==> src/rtl/hazard_ctrl.sv <==
// rtl/hazard_ctrl.sv - pipeline hazard/sequencing controller: load-use, branch flush, mult/div busy tracking
module hazard_ctrl #(
  parameter int unsigned MD_LATENCY  = 32,
  parameter logic [13:0] BUBBLE_CTRL = 14'h0001
) (
  input  logic        clk,
  input  logic        reset,
  input  logic        id_ex_memread,
  input  logic [4:0]  id_ex_rt,
  input  logic [4:0]  if_id_rs,
  input  logic [4:0]  if_id_rt,
  input  logic        if_id_uses_rt,
  input  logic        branch_taken,
  input  logic        md_start,
  input  logic        if_id_md_use,
  input  logic [13:0] ctrl_in,
  input  logic        stall_clr,
  output logic        pc_write,
  output logic        if_id_write,
  output logic        if_id_flush,
  output logic [13:0] id_ex_ctrl,
  output logic        md_busy,
  output logic        md_done,
  output logic [15:0] stall_cnt
);

  typedef enum logic {RUN, MD_BUSY} state_t;

  localparam logic [5:0] MD_LOAD = 6'(MD_LATENCY - 1);

  state_t      state_q, state_d;
  logic [5:0]  md_cnt_q, md_cnt_d;
  logic [15:0] stall_cnt_q, stall_cnt_d;
  logic        load_hz, md_hz, stall, md_issue;

  assign load_hz = id_ex_memread & (id_ex_rt != 5'd0) &
                   ((id_ex_rt == if_id_rs) | (if_id_uses_rt & (id_ex_rt == if_id_rt)));

  always_comb begin
    md_busy     = (state_q == MD_BUSY);
    md_done     = md_busy & (md_cnt_q == 6'd0);
    md_hz       = md_busy & if_id_md_use & ~md_done;
    stall       = md_hz | load_hz;
    pc_write    = 1'b1;
    if_id_write = 1'b1;
    if_id_flush = 1'b0;
    id_ex_ctrl  = ctrl_in;
    md_issue    = 1'b0;
    state_d     = state_q;
    md_cnt_d    = md_cnt_q;

    // Reset low freezes the front end and keeps bubbles flowing into ID/EX.
    if (!reset) begin
      pc_write    = 1'b0;
      if_id_write = 1'b0;
      id_ex_ctrl  = BUBBLE_CTRL;
    end else if (branch_taken) begin
      if_id_flush = 1'b1;
      id_ex_ctrl  = BUBBLE_CTRL;
    end else if (stall) begin
      pc_write    = 1'b0;
      if_id_write = 1'b0;
      id_ex_ctrl  = BUBBLE_CTRL;
    end else begin
      md_issue = (state_q == RUN) & md_start;
    end

    case (state_q)
      RUN: begin
        if (md_issue) begin
          state_d  = MD_BUSY;
          md_cnt_d = MD_LOAD;
        end
      end
      MD_BUSY: begin
        if (md_cnt_q == 6'd0) begin
          state_d = RUN;
        end else begin
          md_cnt_d = md_cnt_q - 6'd1;
        end
      end
      default: state_d = RUN;
    endcase

    stall_cnt_d = stall_cnt_q;
    if (stall_clr) begin
      stall_cnt_d = 16'd0;
    end else if (!if_id_write && (stall_cnt_q != 16'hFFFF)) begin
      stall_cnt_d = stall_cnt_q + 16'd1;
    end
  end

  always_ff @(posedge clk or negedge reset) begin
    if (!reset) begin
      state_q     <= RUN;
      md_cnt_q    <= 6'd0;
      stall_cnt_q <= 16'd0;
    end else begin
      state_q     <= state_d;
      md_cnt_q    <= md_cnt_d;
      stall_cnt_q <= stall_cnt_d;
    end
  end

  assign stall_cnt = stall_cnt_q;

endmodule

==> config.mk <==
export PLATFORM = sky130hd
export DESIGN_NAME = hazard_ctrl
export DESIGN_NICKNAME = d
export VERILOG_FILES = /design/src/rtl/hazard_ctrl.sv
export SDC_FILE = /design/constraint.sdc
export NUM_CORES = 1
export LEC_CHECK = 0
export BUFFER_PORTS_ARGS = -buffer_cell sky130_fd_sc_hd__buf_2
export CAP_MARGIN = 5
export CORE_MARGIN = 2
export CORE_UTILIZATION = 50
export DETAILED_ROUTE_END_ITERATION = 12
export PLACE_DENSITY = 0.85
export SYNTH_ARGS = -nofsm -noshare
export SYNTH_HDL_FRONTEND = slang
export SYNTH_SLANG_ARGS = --single-unit
==> constraint.sdc <==
create_clock -name clk -period 4.5 [get_ports clk]
set_input_delay 0.9 -clock clk [delete_from_list [all_inputs] [get_ports clk]]
set_output_delay 0.9 -clock clk [all_outputs]
set_load 0.02 [all_outputs]
==> reports/metrics.yaml <==
port_buffers: 71
register_area_um2: 576
ctsResizeCount: 0
crit_top_cell: "buf_2"
synth-edff-count: 0
drt_iter0_drc: 39
rows: 20
p_leak_nw: 0.937
worstHoldPathCells: 2
period_minus_slack_ns: 3.68
h-tree-depth: 1
cts_sinks: 23
grt_start_max_net_pins: 27
fin_skew_ns: 0.0158
clockPowerShare_pct: 18.1
worstRegToRegCells: 7
io_pins: 72
worst_setup_path_end_kind: "primary output"
pwr-share-comb_pct: 32.4
crit_chain: "buf_2 -> or4_1 -> o21ai_1 -> inv_1 -> a221oi_4 -> and2_2 -> buf_2"
antenna_found_initial: 0
max_freq_mhz: 272
ir_worst_vdd_uv: 251
cpPeakStageDelay_ns: 0.56
coreArea_um2: 3030
start_util_pct: 52.0
multi_input_area_um2: 908
seqPwrFrac_pct: 49.6
power.internal_mw: 0.347
required_ns: 3.60
overflow: 0
num_antenna_cells: 0
critPathLaunchType: "primary input"
grt_pass1_vias: 1309
critPathArrivalTime_ns: 2.78
via_count: 1522
timing.final.max_slew_violations: 0
critPathSlowestCell: "a221oi_4"
ys.flop_type: "dfrtp_1"
dieWidth_um: 60.1
critical_path_class: "in2out"
die_h_um: 60.1
area_growth_pct: 24.4
cts_hold_buf: 0
cap_viol_max_count: 0
syn-num-nets: 214
crit_family: "simple AND/OR/NAND/NOR gates"
grt_pass1_wl_um: 5670
fin_setup_tns_ns: 0
numCtsBuffers: 3
path_clk_slew_ns: 0.12
dieArea_um2: 3610
worstMarginPinSlew_ns: 0.556
ys_warn_count: 0
worstPathMaxFanout: 16
drive_above_1_share_pct: 35.7
cts_tree: "done"
ys_types: 43
hold_viol: 0
r2r_slack_ns: 1.94
min_period_over_period_pct: 81.7
nets: 282
p_switching_mw: 0.194
cts_buffer_depth: 2
final_antenna_net_count: 0
relSlewSlack_pct: 63.0
synth.avg_cell_area_um2: 9.05
swShare_pct: 35.8
gp_congestion: 0.756
hold_class: "reg2reg"
track_usage_pct: 20.3
utilization_pct: 64.7
drc: 0
dpl.hpwl_um: 2790
syn_area_um2: 1570
cts_setup_buffers: 0
power-per-cell-area_nw_per_um2: 277
worst-path-stages: 7
async_reset_ff_share_pct: 100
rsz0062_at_grt: "false"
syn_inst: 174
cp_num_buf_inv: 3
wl_per_cell_um: 12.8
total_power_mw: 0.542
ys_ff_latch: 23
cts_root_buffer: "clkbuf_4"
setup_viol: 0
via_per_inst: 5.34
status: "complete, no violations"
drtPass1Iterations: 4
clk_latency_ns: 0.32
nFillCells: 268
synth.yosys.seq_area_share_pct: 36.6
wl_um: 3660
[metal layers]
layer	up-vias	GRT usage (%)	share of wire [%]
met5	-	0	0
met3	2	2.60	4.1
met2	33	33.7	51
li1	759	-	-
met4	0	8.25	0.74
met1	728	26.5	44
[worst register-to-register path, stage by stage, from the launching register on]
cell,delay [ns]
dfrtp_1,0.45
ha_1,0.24
and2_0,0.30
a311oi_1,0.38
a21oi_2,0.21
buf_4,0.26
or4_1,0.48
a21oi_1,0.17
[stage by stage]
stage	std cells	hold WS (ns)	instance area (um^2)	worst slack, ns
after floorplan	174	0.506	1570	1.15
after global placement	281	0.532	1930	0.857
after detailed placement	281	0.534	1930	0.801
after CTS	285	0.569	1960	0.793
after global routing	285	0.574	1960	0.640
final	285	0.565	1960	0.824
[cells by family after synthesis]
logic type | count (synthesis) | share of synthesized area, %
AOI/OAI and AO/OA | 37 | 15.7
xor gates and xnor gates | 15 | 8.35
adders and majority gates | 3 | 2.38
buffers and inverters | 15 | 5.72
DFF | 23 | 36.6
muxes | 2 | 1.35
and+or+nand+nor | 79 | 29.9
[Yosys cell counts, types with 2 or more instances]
cell type | count | area [um^2]
dfrtp_1 | 23 | 576
nand2_1 | 15 | 56.3
a21oi_1 | 13 | 65.1
and2_1 | 12 | 75.1
xnor2_1 | 11 | 96.3
nand3_1 | 9 | 45.0
or3_1 | 9 | 56.3
o21ai_1 | 8 | 40.0
or4_1 | 7 | 52.6
nor2_1 | 6 | 22.5
o31ai_1 | 6 | 45.0
inv_1 | 5 | 18.8
xor2_1 | 4 | 35.0
and2_2 | 3 | 22.5
buf_4 | 3 | 22.5
buf_6 | 3 | 33.8
clkbuf_1 | 3 | 11.3
ha_1 | 3 | 37.5
nand2b_1 | 3 | 18.8
a32oi_1 | 2 | 17.5
nand4_1 | 2 | 12.5
nor3_1 | 2 | 10.0
nor4_1 | 2 | 12.5
[path summary, 6_finish.rpt]
kind,start,endpoint
hold reg to reg,md_cnt_q[4],md_cnt_q[4]
setup / recovery,id_ex_rt[1],id_ex_ctrl[1]
min in group asynchronous,reset,stall_cnt[0]
setup reg to reg,stall_cnt[0],stall_cnt[8]
max in group asynchronous,reset,md_cnt_q[5]
hold / removal,md_cnt_q[4],md_cnt_q[4]
[cells in the final DEF (no fill, tap or decap), types with 2 or more instances in the layout]
master,Yosys,routed
nand3_1,9,9
and2_1,12,12
nor4_1,2,2
and2_2,3,3
a32oi_1,2,2
nand4_1,2,2
clkbuf_4,0,3
nand2b_1,3,3
nor3_1,2,2
xnor2_1,11,11
buf_4,3,2
dfrtp_1,23,23
a21oi_1,13,13
ha_1,3,3
xor2_1,4,4
o31ai_1,6,6
nand2_1,15,15
or3_1,9,9
nor2_1,6,6
or4_1,7,7
inv_1,5,5
o21ai_1,8,8
buf_2,0,71
[state kept, by name, indices dropped and copies added, names as in the netlist]
| signal | cells |
|---|---|
| md_busy | 1 |
| md_cnt_q | 6 |
| stall_cnt | 16 |
[power groups by stage]
stage                     clock network, mW  registers, mW  logic (mW)
after global routing                  0.113          0.273       0.197
after CTS                             0.103          0.268       0.177
after detailed placement                  0          0.271       0.176
final                                0.0979          0.268       0.175
after global placement                    0          0.271       0.172
after floorplan                           0          0.272       0.128
[layout make-up]
cell class / instances / share of cell area, %
Clock buffer: 3 / 1.15
Clock inverter: 1 / 0.383
Inverter: 5 / 0.958
Multi-Input combinational cell: 136 / 46.4
Sequential cell: 23 / 29.4
Tap cell: 44 / 2.81
Timing Repair Buffer: 73 / 18.9
Power figures use the tool's default switching activity.
